`config.mk`:
```
export PLATFORM = sky130hd
export DESIGN_NAME = chacha20_tag_verifier
export DESIGN_NICKNAME = d
export VERILOG_FILES = /design/src/rtl/chacha20_auth_pkg.sv /design/src/rtl/chacha20_compact.sv /design/src/rtl/chacha20_tag_verifier.sv
export SDC_FILE = /design/constraint.sdc
export NUM_CORES = 2
export LEC_CHECK = 0
export CORE_ASPECT_RATIO = 0.75
export CORE_MARGIN = 2
export CORE_UTILIZATION = 45
export DETAILED_ROUTE_END_ITERATION = 12
export PLACE_DENSITY = 0.76
export SLEW_MARGIN = 20
export SYNTH_ARGS = -nofsm -noshare
export SYNTH_HDL_FRONTEND = slang
export SYNTH_SLANG_ARGS = --single-unit
```
`constraint.sdc`:
```
create_clock -name clk -period 15.6 [get_ports clk]
set_input_delay 1.56 -clock clk [delete_from_list [all_inputs] [get_ports clk]]
set_output_delay 1.56 -clock clk [all_outputs]
set_load 0.01 [all_outputs]
```
`src/rtl/chacha20_auth_pkg.sv`:
```
`default_nettype none
// ============================================================================
// Module : chacha20_auth_pkg
// Brief  : Widths, FSM encoding and ChaCha20 helpers for the tag verifier.
// Rev    : 1.0  initial release
// ============================================================================
package chacha20_auth_pkg;

    localparam int TAG_W   = 128;
    localparam int NONCE_W = 96;
    localparam int KEY_W   = 256;

    localparam logic [31:0] CHACHA_C0 = 32'h61707865;
    localparam logic [31:0] CHACHA_C1 = 32'h3320646e;
    localparam logic [31:0] CHACHA_C2 = 32'h79622d32;
    localparam logic [31:0] CHACHA_C3 = 32'h6b206574;

    localparam logic [1:0] ST_IDLE   = 2'd0;
    localparam logic [1:0] ST_CHECK  = 2'd1;
    localparam logic [1:0] ST_RUN    = 2'd2;
    localparam logic [1:0] ST_LOCKED = 2'd3;

    // 10 double rounds, one quarter-round per clock
    localparam int QR_STEPS = 80;

    function automatic logic [31:0] chacha_const(input logic [1:0] idx);
        case (idx)
            2'd0:    chacha_const = CHACHA_C0;
            2'd1:    chacha_const = CHACHA_C1;
            2'd2:    chacha_const = CHACHA_C2;
            default: chacha_const = CHACHA_C3;
        endcase
    endfunction

    function automatic logic [127:0] quarter_round(input logic [127:0] abcd);
        logic [31:0] a;
        logic [31:0] b;
        logic [31:0] c;
        logic [31:0] d;
        {a, b, c, d} = abcd;
        a = a + b; d = d ^ a; d = {d[15:0], d[31:16]};
        c = c + d; b = b ^ c; b = {b[19:0], b[31:20]};
        a = a + b; d = d ^ a; d = {d[23:0], d[31:24]};
        c = c + d; b = b ^ c; b = {b[24:0], b[31:25]};
        return {a, b, c, d};
    endfunction

    // Word indices {a,b,c,d}: four column rounds then four diagonal rounds
    function automatic logic [15:0] qr_index(input logic [2:0] step);
        case (step)
            3'd0:    qr_index = {4'd0, 4'd4, 4'd8,  4'd12};
            3'd1:    qr_index = {4'd1, 4'd5, 4'd9,  4'd13};
            3'd2:    qr_index = {4'd2, 4'd6, 4'd10, 4'd14};
            3'd3:    qr_index = {4'd3, 4'd7, 4'd11, 4'd15};
            3'd4:    qr_index = {4'd0, 4'd5, 4'd10, 4'd15};
            3'd5:    qr_index = {4'd1, 4'd6, 4'd11, 4'd12};
            3'd6:    qr_index = {4'd2, 4'd7, 4'd8,  4'd13};
            default: qr_index = {4'd3, 4'd4, 4'd9,  4'd14};
        endcase
    endfunction

endpackage
`default_nettype wire

```
`src/rtl/chacha20_compact.sv`:
```
`default_nettype none
// ============================================================================
// Module : chacha20_compact
// Brief  : Serial ChaCha20 block (one quarter-round per cycle); returns the
//          first 128 keystream bits XORed with plaintext, 81 cycles after start.
// Rev    : 1.0  initial release
// ============================================================================
module chacha20_compact
    import chacha20_auth_pkg::*;
(
    input  logic               clk,
    input  logic               rst_n,
    input  logic               start,
    input  logic [KEY_W-1:0]   key,
    input  logic [NONCE_W-1:0] nonce,
    input  logic [TAG_W-1:0]   plaintext,
    output logic               valid,
    output logic [TAG_W-1:0]   result
);

    logic [31:0]      r_x [16];
    logic [6:0]       r_step;
    logic             r_busy;
    logic             r_valid;
    logic [TAG_W-1:0] r_result;

    logic [3:0]       w_ia;
    logic [3:0]       w_ib;
    logic [3:0]       w_ic;
    logic [3:0]       w_id;
    logic [127:0]     w_qr;
    logic [TAG_W-1:0] w_out;

    always_comb begin
        {w_ia, w_ib, w_ic, w_id} = qr_index(r_step[2:0]);
        w_qr = quarter_round({r_x[w_ia], r_x[w_ib], r_x[w_ic], r_x[w_id]});
    end

    // Only words 0..3 are emitted, and their initial values are the constants
    generate
        for (genvar gi = 0; gi < 4; gi++) begin : g_out
            assign w_out[TAG_W-1-32*gi -: 32] =
                (r_x[gi] + chacha_const(2'(gi))) ^ plaintext[TAG_W-1-32*gi -: 32];
        end
    endgenerate

    always_ff @(posedge clk) begin
        if (!rst_n) begin
            r_busy   <= 1'b0;
            r_step   <= '0;
            r_valid  <= 1'b0;
            r_result <= '0;
            for (int i = 0; i < 16; i++) begin
                r_x[i] <= '0;
            end
        end else begin
            r_valid <= 1'b0;
            if (start) begin
                // Key and nonce words are taken most-significant word first
                r_x[0] <= CHACHA_C0;
                r_x[1] <= CHACHA_C1;
                r_x[2] <= CHACHA_C2;
                r_x[3] <= CHACHA_C3;
                for (int i = 0; i < 8; i++) begin
                    r_x[4+i] <= key[KEY_W-1-32*i -: 32];
                end
                r_x[12] <= 32'd0;
                for (int i = 0; i < 3; i++) begin
                    r_x[13+i] <= nonce[NONCE_W-1-32*i -: 32];
                end
                r_step <= '0;
                r_busy <= 1'b1;
            end else if (r_busy) begin
                if (r_step == 7'(QR_STEPS)) begin
                    r_valid  <= 1'b1;
                    r_result <= w_out;
                    r_busy   <= 1'b0;
                end else begin
                    r_x[w_ia] <= w_qr[127:96];
                    r_x[w_ib] <= w_qr[95:64];
                    r_x[w_ic] <= w_qr[63:32];
                    r_x[w_id] <= w_qr[31:0];
                    r_step    <= r_step + 7'd1;
                end
            end
        end
    end

    assign valid  = r_valid;
    assign result = r_result;

endmodule
`default_nettype wire

```
`src/rtl/chacha20_tag_verifier.sv`:
```
`default_nettype none
// ============================================================================
// Module : chacha20_tag_verifier
// Brief  : Challenge/response tag check using ChaCha20 with fail lockout.
//          Optional nonce replay guard: CHACHA20_REPLAY_GUARD_EN.
// Rev    : 1.0  initial release
// ============================================================================
module chacha20_tag_verifier
    import chacha20_auth_pkg::*;
#(
    parameter int MAX_FAILS      = 3,
    parameter int LOCKOUT_CYCLES = 1024
) (
    input  logic               clk,
    input  logic               rst,
    input  logic               start,
    output logic               ready,
    input  logic [KEY_W-1:0]   key,
    input  logic [NONCE_W-1:0] nonce,
    input  logic [TAG_W-1:0]   challenge,
    input  logic [TAG_W-1:0]   tag,
    output logic               done,
    output logic               pass,
    output logic               locked
);

    localparam int                LCNT_W      = $clog2(LOCKOUT_CYCLES + 1);
    localparam logic [7:0]        c_MAX_FAILS = 8'(MAX_FAILS);
    localparam logic [LCNT_W-1:0] c_LOCK_LAST = LCNT_W'(LOCKOUT_CYCLES - 1);

    logic [1:0]         r_state;
    logic [KEY_W-1:0]   r_key;
    logic [NONCE_W-1:0] r_nonce;
    logic [TAG_W-1:0]   r_challenge;
    logic [TAG_W-1:0]   r_tag;
    logic               r_done;
    logic               r_pass;
    logic               r_locked;
    logic [7:0]         r_fail_cnt;
    logic [LCNT_W-1:0]  r_lock_cnt;

    logic               w_admit;
    logic               w_lock_due;
    logic               w_core_start;
    logic               w_core_valid;
    logic [TAG_W-1:0]   w_core_result;
    logic               w_match;
    logic [7:0]         w_fail_inc;

`ifdef CHACHA20_REPLAY_GUARD_EN
    logic [NONCE_W-1:0] r_last_nonce;
    logic               r_have_last;

    assign w_admit = !r_have_last || (r_nonce > r_last_nonce);
`else
    assign w_admit = 1'b1;
`endif

    assign w_lock_due   = (r_fail_cnt >= c_MAX_FAILS);
    assign w_core_start = (r_state == ST_CHECK) && w_admit;
    // Full-width reduction: no data-dependent early exit
    assign w_match      = ~|(w_core_result ^ r_tag);
    assign w_fail_inc   = (r_fail_cnt == 8'hFF) ? r_fail_cnt : r_fail_cnt + 8'd1;

    chacha20_compact u_core (
        .clk       (clk),
        .rst_n     (~rst),
        .start     (w_core_start),
        .key       (r_key),
        .nonce     (r_nonce),
        .plaintext (r_challenge),
        .valid     (w_core_valid),
        .result    (w_core_result)
    );

    always_ff @(posedge clk) begin
        if (rst) begin
            r_state     <= ST_IDLE;
            r_key       <= '0;
            r_nonce     <= '0;
            r_challenge <= '0;
            r_tag       <= '0;
            r_done      <= 1'b0;
            r_pass      <= 1'b0;
            r_locked    <= 1'b0;
            r_fail_cnt  <= '0;
            r_lock_cnt  <= '0;
`ifdef CHACHA20_REPLAY_GUARD_EN
            r_last_nonce <= '0;
            r_have_last  <= 1'b0;
`endif
        end else begin
            r_done <= 1'b0;
            case (r_state)
                ST_IDLE: begin
                    // A rejected replay returns here with the lockout still pending
                    if (w_lock_due) begin
                        r_state    <= ST_LOCKED;
                        r_locked   <= 1'b1;
                        r_lock_cnt <= '0;
                    end else if (start) begin
                        r_key       <= key;
                        r_nonce     <= nonce;
                        r_challenge <= challenge;
                        r_tag       <= tag;
                        r_state     <= ST_CHECK;
                    end
                end
                ST_CHECK: begin
                    if (w_admit) begin
                        r_state <= ST_RUN;
                    end else begin
                        r_done     <= 1'b1;
                        r_pass     <= 1'b0;
                        r_fail_cnt <= w_fail_inc;
                        r_state    <= ST_IDLE;
                    end
                end
                ST_RUN: begin
                    if (r_done) begin
                        r_state    <= w_lock_due ? ST_LOCKED : ST_IDLE;
                        r_locked   <= w_lock_due;
                        r_lock_cnt <= '0;
                    end else if (w_core_valid) begin
                        r_done     <= 1'b1;
                        r_pass     <= w_match;
                        r_fail_cnt <= w_match ? 8'd0 : w_fail_inc;
`ifdef CHACHA20_REPLAY_GUARD_EN
                        if (w_match) begin
                            r_last_nonce <= r_nonce;
                            r_have_last  <= 1'b1;
                        end
`endif
                    end
                end
                default: begin
                    if (r_lock_cnt == c_LOCK_LAST) begin
                        r_state    <= ST_IDLE;
                        r_locked   <= 1'b0;
                        r_fail_cnt <= '0;
                    end else begin
                        r_lock_cnt <= r_lock_cnt + 1'b1;
                    end
                end
            endcase
        end
    end

    assign ready  = (r_state == ST_IDLE) && !w_lock_due;
    assign done   = r_done;
    assign pass   = r_pass;
    assign locked = r_locked;

endmodule
`default_nettype wire

```
**Yosys cells after proc, flatten, opt, wreduce, memory -nomap -nowiden**

Memory sizes are Yosys's and may differ from the RTL's.
Cells that the tools add are included.

- Register bits: 769
- Memory bits (writable): 512
- Output and inout bits: 4
- Word-level logic and storage cells: 163
- Memories kept: 1

Memory list:

| memory | depth | width | read ports | clocked after Yosys merged registers in | wr ports | line | RTL |
|---|---|---|---|---|---|---|---|
| u_core.r_x | 16 | 32 | 8 | 0 | 16 | chacha20_compact.sv:21 | `logic [31:0] r_x [16];` |

- Add/sub/neg operators: 11
- $lt $le $gt $ge: 1
- Eq/ne operators: 18
- Muxes and demuxes: 61
- Bitwise gates (word level): 32
- Reductions and logical operators: 25

Operator list:

| kind | count |
|---|---|
| $mux W32 | 20 |
| $xor A32 B32 Y32 | 8 |
| $add A32 B32 Y32 | 4 |
| $reduce_or A128 Y1 | 1 |
| $reduce_or A32 Y1 | 4 |
| $xor A128 B128 Y128 | 1 |
| $pmux W14 S7 | 1 |
| $add A32 B31 Y32 const B | 3 |
| $mux W8 | 5 |
| $mux W11 | 3 |
| $pmux W11 S3 | 1 |
| $add A32 B30 Y32 const B | 1 |
| $mux W1 | 19 |
| $mux W4 | 4 |
| $or A1 B1 Y1 | 16 |
| $pmux W8 S2 | 1 |
| $reduce_and A3 Y1 | 4 |
| $add A11 B1 Y11 const B | 1 |
| $eq A11 B10 Y1 const B | 1 |
| $mux W2 | 5 |
| $eq A3 B3 Y1 const B | 3 |
| $add A8 B1 Y8 const B | 1 |
| $eq A8 B8 Y1 const B | 1 |
| $ge A8 B2 Y1 const B | 1 |
| 25 further kinds | 39 |

**Longest topological paths before layout**

An unclocked memory read counts as a cell.

- Depth after elaboration: 12
- Mapped depth: 75

**Hierarchy**

A second synthesis with hierarchy kept.

- Cells, all modules: 6,965
- Area, all modules: 62,302.3 sq um

By module, submodules not included:

| module | instances | cells each | area an instance (sq um) | sequential area each (sq um) |
|---|---|---|---|---|
| chacha20_compact | 1 | 4,014 | 38,993.6 | 18,117.4 |
| chacha20_tag_verifier | 1 | 2,951 | 23,308.6 | 12,652.1 |

**Worst setup path after synthesis**

Ideal clock, no wire load.

- Path type: register to register
- Start: register u_core.r_step[0]
- End: memory u_core.r_x[4][5] (data pin)
- Setup time: 256 ps
- Arrival time: 15,636 ps
- Data required time: 15,344 ps
- Path slack: -293 ps
- Cell stages (with the launch flop): 73
- Buffers on the path: 2
- Period minus slack after synthesis: 15,893 ps
- Path through: dfxtp_1 ha_1 ha_1 a211oi_2 a211oi_4 clkbuf_1 buf_1 mux2i_1 o21ai_0 ha_1 a2111o_1 o21a_1 o2111ai_1 nor2_1 mux2i_1 a21oi_1 nand2b_1 nand2b_1 [... 37 more ...] a21oi_1 o21bai_1 a21oi_1 o21bai_1 a21oi_1 o21bai_1 a21oi_1 o21ai_0 a41oi_1 a311oi_1 o31a_1 a21o_1 o311ai_0 nand2b_1 a21oi_1 xnor2_1 xor2_1 a22o_1

RTL lines:

| element | line | RTL |
|---|---|---|
| start, declared | chacha20_compact.sv:22 | `logic [6:0] r_step;` |
| start signal, assigned | chacha20_compact.sv:83 | `r_step <= r_step + 7'd1;` |
| end, declared | chacha20_compact.sv:21 |  |

==> flow_summary.json <==
{
  "synthSimpleGateAreaFrac": 0.187,
  "period_needed_ps": 14970,
  "synth_fa_ha_area_frac": 0.0284,
  "fillerInstances": 12153,
  "synth_area_leaders": "dfxtp_1 24%, edfxtp_1 24%, nand2_1 11%, a21oi_1 6.3%, xnor2_1 4.5%",
  "yosysTopAreaCell": "dfxtp_1",
  "drv_cap": 0,
  "io_buffers": 614,
  "numCtsBuffers": 121,
  "syn_area_per_cell_sq_um": 9.02,
  "vias": 56350,
  "yosysSeqAreaShare": 0.488,
  "die_x_um": 436,
  "final_core_util": 0.566,
  "fmax_ghz": 0.0668,
  "hold_ws_ps": 457,
  "routed_via_density": 5.78,
  "clock-sinks": 1281,
  "cts_tree": "done",
  "synth_compound_gate_area_share": 0.157,
  "drt_iter0_markers": 6794,
  "nets": 8536,
  "start_kind": "flop",
  "start_util": 0.455,
  "crit_top_cell": "a21oi_2",
  "synth-edff-count": 512,
  "htree_levels": 3,
  "synth_common_cells": "1780 x nand2_1, 795 x a21oi_1, 769 x dfxtp_1",
  "hold_path_class": "reg2reg",
  "grt_pass1_wl_um": 352000,
  "drt_pass1_iterations": 6,
  "netlist_area_sq_um": 63100,
  "track_usage": 0.332,
  "ios": 615,
  "routed_wl_um": 247000,
  "ys_warn_count": 0,
  "synth_xor_area_frac": 0.0906,
  "hold_viol": 0,
  "setup_viol": 0,
  "crit_slowest_cell": "a2111o_1",
  "hold_buffers": 0,
  "grt_max_degree": 208,
  "hpwl_um": 191000,
  "dp_cells": 9496,
  "ys.flop_type": "dfxtp_1",
  "grt_pass1_vias": 53010,
  "ys_ff_latch": 1281,
  "ctsLongestPathBuffers": 3,
  "finClkSkew_ps": 44.7,
  "coreArea_sq_um": 139000,
  "clock_latency_ps": 790,
  "path_max_fanout": 5,
  "whs_path_depth": 2,
  "synth_fp_nets": 7744,
  "fin_cells": 9755,
  "arrival_ps": 15470,
  "synth_cell_type_count": 109,
  "final_max_slew_viol_count": 0,
  "tightest_slew_ps": 1280,
  "antenna_found_initial": 7,
  "synth_top_family_by_area": "simple AND/OR/NAND/NOR gates",
  "fp.dieH_um": 328,
  "die-area_sq_um": 143000,
  "placementRows": 118,
  "synthArstFlopShare": 0,
  "critical_path_class": "reg2reg",
  "drc_errors": 0,
  "wl_per_cell_um": 25.3,
  "synth.top_cell.area_share": 0.244,
  "grt.overflow.total": 0,
  "endpoint_kind": "flop",
  "slowest_delay_ps": 410,
  "slew_headroom": 0.139,
  "syn2layout_area_growth_pct": 24.4,
  "place.gp.congestion": 1.03,
  "period_share": 0.960,
  "detail-route-antenna-nets": 0,
  "cts.reportedPaths.clkPinSlew_ps": 70,
  "status": "complete, no violations",
  "clockRootBuffer": "clkbuf_16",
  "syn-instance-count": 6994,
  "muxShareOfSynthArea": 0.0192,
  "reg2reg_depth": 79,
  "yosysMostFrequentCell": "nand2_1",
  "drive_gt1_frac": 0.111,
  "cp.required_ps": 16100
}
-- placed cells by master, fill, tap and decap left out, types with 29 or more instances in the layout --
cell type        instances
edfxtp_1               512
or3_1                   30
a22o_1                 104
mux4_2                  32
xor2_1                 277
a21oi_1                776
a211oi_1               103
mux2i_1                 37
xnor2_1                317
inv_1                   70
o21bai_1                30
clkbuf_16              130
clkdlybuf4s50_1        613
nand3_1                 63
a31oi_1                 40
dfxtp_1                767
nand2b_1                29
o22ai_1                 29
nor3_1                  56
nand2_1               1770
and2_1                  41
nor4_1                  45
nor2b_1                 39
buf_4                  475
a21o_1                  58
nand3b_1               167
o21ai_0                294
and3_1                  33
nor2_1                 351
ha_1                   128
-- layout make-up --
cell class              count  area [sq um]  area share
multi-input cells        5212         30900       0.394
flip-flops and latches   1281         30800       0.392
repair buffers           1100          9920       0.126
clock buffers             166          3570      0.0455
well taps                1860          2330      0.0297
clock inverters            64           676     0.00861
inverters                  70           263     0.00335
diodes                      2          5.00   0.0000638
-- state kept, by name, summed over array words and instances (netlist names), 2 cells and up --
name / count
u_core.r_x: 512
r_key: 256
r_challenge: 128
r_tag: 128
u_core.result: 128
r_nonce: 96
r_lock_cnt: 11
r_fail_cnt: 8
u_core.r_step: 7
r_state: 2
-- path summary, 6_finish.rpt --
kind / slack [ps] / end / from
setup reg to reg: 630 / u_core.r_x[4][5] / u_core.r_step[0]
hold reg to reg: 460 / r_key[156] / r_key[156]
hold / removal: 460 / r_key[156] / r_key[156]
setup / recovery: 630 / u_core.r_x[4][5] / u_core.r_step[0]
-- timing repair --
item,in CTS,in global routing
cloned,0,1
pin swaps,8,25
resized for setup,19,61
buffers inserted,12,14
setup endpoints to repair,60,108
-- stage by stage --
stage	area [sq um]	TNS (ps)	setup slack, ps
after global placement	73600	-5180	-457
final	78500	0	630
after global routing	78500	-415	-109
after floorplan	63100	0	62.7
after detailed placement	73600	-16430	-801
after CTS	78100	0	6.57
-- kinds of logic (layout without fill, tap and decap cells) --
family / after synthesis / after routing
AOI/OAI and AO/OA: 1643 / 1643
and+or+nand+nor: 2723 / 2723
xor gates and xnor gates: 626 / 626
buffers and inverters: 501 / 1400
muxes: 79 / 79
DFF: 1281 / 1281
other: 0 / 2
adders and majority gates: 141 / 141
-- critical path: cells and delay by family (launching register included) --
| family | cells | cell delay, ps |
|---|---|---|
| buf+inv | 11 | 1520 |
| fa+ha+maj | 7 | 2080 |
| compound gates | 44 | 7770 |
| flops | 1 | 370 |
| xor+xnor | 8 | 1320 |
| simple gates | 7 | 1240 |
| mux | 2 | 400 |
-- layer usage --
| layer | share of wire | up-vias | track usage |
|---|---|---|---|
| met5 | 0.00032 | - | 0 |
| met4 | 0.041 | 12 | 0.127 |
| met2 | 0.43 | 2955 | 0.501 |
| met1 | 0.43 | 27080 | 0.470 |
| li1 | - | 25848 | - |
| met3 | 0.099 | 455 | 0.0664 |
Power is not shown: default switching activity piles up to over one toggle a cycle in this logic, so the estimate is an artifact.
